`config.mk`:
```
export PLATFORM = sky130hd
export DESIGN_NAME = serial_adder_n
export DESIGN_NICKNAME = d
export VERILOG_FILES = /design/src/rtl/serial_adder_n.sv
export SDC_FILE = /design/constraint.sdc
export NUM_CORES = 1
export LEC_CHECK = 0
export CAP_MARGIN = 20
export CELL_PAD_IN_SITES_DETAIL_PLACEMENT = 1
export CELL_PAD_IN_SITES_GLOBAL_PLACEMENT = 2
export CORE_AREA = 4 4 77 79
export DETAILED_ROUTE_END_ITERATION = 10
export DIE_AREA = 0 0 81 83
export GPL_TIMING_DRIVEN = 0
export PLACE_DENSITY_LB_ADDON = 0.05
export SYNTH_ARGS = -nofsm -noshare
export SYNTH_HDL_FRONTEND = slang
export SYNTH_SLANG_ARGS = --single-unit
```
`constraint.sdc`:
```
create_clock -name i_clk -period 4.41 [get_ports i_clk]
set_input_delay 0.882 -clock i_clk [delete_from_list [all_inputs] [get_ports i_clk]]
set_output_delay 0.882 -clock i_clk [all_outputs]
set_load 0.02 [all_outputs]
```
`src/rtl/serial_adder_n.sv`:
```
// Bit-serial WIDTH-bit adder/subtractor: one full-adder cell and a carry flop, LSB first.
// Latency WIDTH edges from accept to result; start is accepted only in IDLE, never queued.
module serial_adder_n #(
   parameter int WIDTH = 8
) (
   input  logic             i_clk,
   input  logic             i_rst_n,
   input  logic             i_start,
   input  logic             i_sub,
   input  logic [WIDTH-1:0] i_a,
   input  logic [WIDTH-1:0] i_b,
   input  logic             i_cin,
   output logic             o_busy,
   output logic             o_done,
   output logic [WIDTH-1:0] o_s,
   output logic             o_cout,
   output logic             o_ovf
);

   localparam int CW = $clog2(WIDTH) + 1;

   typedef enum logic [1:0] {
      IDLE = 2'd0,
      RUN  = 2'd1,
      DONE = 2'd2
   } state_t;

   state_t           state;
   state_t           state_nx;
   logic [WIDTH-1:0] a_sr;
   logic [WIDTH-1:0] b_sr;
   logic [WIDTH-1:0] sum_sr;
   logic [WIDTH-1:0] sum_nx;
   logic             c;
   logic             c_nx;
   logic             s_bit;
   logic [CW-1:0]    cnt;
   logic             last_bit;
   logic             accept;

   // Single full-adder cell operating on the current LSBs.
   always_comb begin
      s_bit    = a_sr[0] ^ b_sr[0] ^ c;
      c_nx     = (a_sr[0] & b_sr[0]) | (a_sr[0] & c) | (b_sr[0] & c);
      sum_nx   = WIDTH'({s_bit, sum_sr} >> 1);
      last_bit = (cnt == CW'(WIDTH - 1));
      accept   = (state == IDLE) && i_start;
   end

   always_ff @(posedge i_clk or negedge i_rst_n) begin
      if (!i_rst_n) begin
         state <= IDLE;
      end else begin
         state <= state_nx;
      end
   end

   always_comb begin
      state_nx = state;
      case (state)
         IDLE:    if (i_start) state_nx = RUN;
         RUN:     if (last_bit) state_nx = DONE;
         DONE:    state_nx = IDLE;
         default: state_nx = IDLE;
      endcase
   end

   always_ff @(posedge i_clk or negedge i_rst_n) begin
      if (!i_rst_n) begin
         a_sr   <= '0;
         b_sr   <= '0;
         sum_sr <= '0;
         c      <= 1'b0;
         cnt    <= '0;
         o_s    <= '0;
         o_cout <= 1'b0;
         o_ovf  <= 1'b0;
      end else if (accept) begin
         // Subtraction runs as a + ~b + ~borrow_in through the same cell.
         a_sr <= i_a;
         b_sr <= i_sub ? ~i_b : i_b;
         c    <= i_cin ^ i_sub;
         cnt  <= '0;
      end else if (state == RUN) begin
         a_sr   <= a_sr >> 1;
         b_sr   <= b_sr >> 1;
         sum_sr <= sum_nx;
         c      <= c_nx;
         cnt    <= cnt + CW'(1);
         if (last_bit) begin
            // On the last bit, c is the carry entering the MSB.
            o_s    <= sum_nx;
            o_cout <= c_nx;
            o_ovf  <= c ^ c_nx;
         end
      end
   end

   assign o_busy = (state == RUN);
   assign o_done = (state == DONE);

endmodule

```
==> key figures <==
Status
  – Result of the run: completed

Floorplan
  – IO Pins: 33
  – Site Rows: 27
  – Overall die area: 6720 um2
  – Floorplan die height: 83 um
  – Core footprint: 5340 um2
  – Initial cell density of the core: 34.9%
  – Chip Width: approximately 81 um

Placement
  – Worst setup slack before clock tree synthesis: 1820 ps
  – Count of buffers inserted at the top-level ports: 31
  – Placed cells: 272
  – Dpl cell area: about 2300 um2
  – Post-DP HPWL: 3.26 mm
  – Gp weighted congestion: 0.685

Flow run
  – Max Cap Viol: 0

Clock network
  – Clk slew on worst S/H paths: 80 ps
  – Latest clock arrival within the worst-skew pair: about 290 ps
  – Number of buffers inserted to repair setup after CTS: 0
  – Number of H-tree branching levels: 2
  – Maximum buffer depth of the clock tree: 2
  – Clock tree from TritonCTS: done
  – Sink count of the clock tree: 40
  – Quantity of gates resized following cts: 0
  – Number of hold-repair buffers added at the cts stage: 0
  – Clock tree root buffer cell: clkbuf_8
  – Number of buffers created by CTS: 5

Logic synthesis
  – Leading post-synthesis cells by cell area: dfrtp_1, mux2_2, nand2_1
  – Count of cell types in the netlist: 30
  – Cell taking the most area after synthesis: dfrtp_1
  – Mapped Cells: 169
  – Synth Area per Inst: approximately 11 um2
  – Fraction of synthesized cell area taken by the top area cell type: a little over half
  – Share of synthesized area occupied by flip-flops and latches: 53.8%
  – Yosys synthesis warning count: 0
  – Synthesis-stage register bit count: 40
  – Net count of the mapped netlist: 192
  – Cell area after technology mapping: 1860 um2

Cells and area
  – Net count, final: 230
  – Fraction of final layout cells with drive strength greater than 1: 14.9%
  – Commonest cells after routing, fill and taps aside: dfrtp_1, clkdlybuf4s50_1, nand2_1, o21ai_0
  – N_diodes: 0
  – Most common library cell in the layout ignoring fill and taps: dfrtp_1
  – Area added between synthesis and finish: 28.0%
  – Cell area after layout: 2380 um2
  – Non-Filler Instances: 280
  – Fill cell count: slightly above 600

Critical path
  – Critical path cell sequence: nand2b_4 -> inv_2 -> buf_2 -> clkdlybuf4s50_1
  – CP arrival: 2020 ps
  – CP max stage delay: 640 ps
  – Kind of start point of the critical path: flop
  – Worst-path cell with the longest stage delay: clkdlybuf4s50_1
  – Worst Setup Path Type: reg2out
  – Buffer and inverter count on the worst path: 3
  – Kind of capture point of the worst setup path: output pin
  – Critical path peak fanout: 10
  – Delay-heaviest family, CP: buffers and inverters
  – Required time of the worst setup path: 3530 ps

Global route
  – Global route total overflow: 0
  – Number of global-route vias before repair: between 1.5k and 2k
  – Pin count of the biggest net entering global routing: 41
  – Global-route wire length before repair: between 7 and 8 mm
  – Total routing resource utilization after global routing: 14.7%
  – Initial antenna violation count: 0

Drt
  – Average detailed-routed wire length per instance: 15.9 um
  – First DRT Iteration DRCs: 75
  – Number of routed nets with antenna violations: 0
  – Total via count in the routed design: 1397
  – Via/cell ratio: roughly 5
  – Total length of routed wires: approximately 4.5 mm
  – Number of remaining DRC errors: 0
  – Number of detailed-route iterations in the first pass: 2

STA
  – Final Slew Violations: 0
  – Minimum clock period: 2900 ps
  – Setup repair after global routing missed its margin: false
  – Sum of negative setup slack: 0 ps
  – Setup clock skew after layout: slightly below 7 ps
  – Worst Max-Slew Pin Slew: around 930 ps
  – Final clock period utilization by the worst path: about two thirds
  – Peak clock frequency supported by timing: 344 MHz
  – Smallest setup slack after layout: 1510 ps
  – Hold Fails Final Rpt: 0
  – Final count of negative-setup-slack endpoints: 0
  – Relative slew slack: approximately two fifths
  – Min Hold Slack: 493 ps

Power and ir drop
  – Static leakage: 1.02 nW
  – Power density over the cells: 671 nW/um2
  – Worst-case vdd ir drop: 0.000168 V

Hold path
  – Class of the tightest hold or removal check: reg2reg
routing by layer:
metal  vias to the layer above  wire, um  global-route usage, %
li1                        656         -                      -
met1                       709      1960                   19.4
met2                        27      2260                   23.5
met3                         5       186                   3.90
met4                         0        63                   4.30
met5                         -         0                      0
per-stage QoR:
| step | total power, mW | utilization [%] |
|---|---|---|
| 2_1_floorplan | 1.03 | - |
| 3_3_place_gp | 1.25 | 42.4 |
| 3_5_place_dp | 1.29 | 42.3 |
| 4_1_cts | 1.62 | 44.6 |
| 5_1_grt | 1.72 | 44.6 |
| 6_report | 1.60 | 44.6 |
logic make-up after synthesis:
group	share of synthesized area, %
adders and majority gates	1.75
DFF	53.8
muxes	8.74
buffers and inverters	3.50
and+or+nand+nor	12.9
xor gates and xnor gates	4.71
AOI/OAI and AO/OA	14.6
cell usage after synthesis, drive strengths merged:
library cell / count
clkbuf: 1
nor3b: 2
mux2: 10
a31oi: 1
dfrtp: 40
nand2: 28
xor2: 6
a22o: 3
nor2b: 9
o21bai: 1
o2bb2ai: 3
o22ai: 3
fa: 1
o21ai: 15
a21oi: 10
nor2: 1
ha: 1
inv: 4
o22a: 1
nand4: 1
nand2b: 3
a22oi: 7
nor3: 1
buf: 8
mux2i: 5
xnor2: 4
worst register-to-register path, cell delays in order, from the launching register on:
cell and delay (ps):
dfrtp_1 410, ha_1 230, nand2_1 110, nor3_4 160
buf_6 180, mux2_2 350
report_power, final:
group	total, mW	internal [mW]	switching, mW
registers	0.655	0.530	0.125
logic	0.618	0.293	0.325
clock network	0.327	0.200	0.127
total	1.60	1.02	0.577
area by class of cell:
type	count	area, um2	area share (%)
flip-flops and latches	40	1000	42.0
multi-input cells	116	795	33.4
repair buffers	31	305	12.8
clock buffers	7	96.3	4.04
well taps	72	90.1	3.78
plain buffers	9	50.0	2.10
clock inverters	1	30.0	1.26
inverters	4	15.0	0.630
worst paths after layout:
kind                                             from               endpoint  slack, ps  cells past startpoint
worst max-delay path             state[1]$_DFFE_PN0P_                 o_busy       1510                      4
worst min-delay path            sum_sr[1]$_DFFE_PN0P_  sum_sr[1]$_DFFE_PN0P_        490                      2
worst max register to register     cnt[0]$_DFFE_PN0P_     o_s[7]$_DFFE_PN0P_       2860                      5
worst min register to register  sum_sr[1]$_DFFE_PN0P_  sum_sr[1]$_DFFE_PN0P_        490                      2
max in group asynchronous                     i_rst_n    a_sr[0]$_DFFE_PN0P_       3110                      1
min in group asynchronous                     i_rst_n  sum_sr[5]$_DFFE_PN0P_        720                      1
flip-flops by register name, indices dropped and copies added, names as in the netlist:
signal,flops
o_ovf,1
cnt,4
a_sr,8
o_s,8
o_cout,1
c,1
state,2
b_sr,8
sum_sr,7
Power figures use the tool's default switching activity.
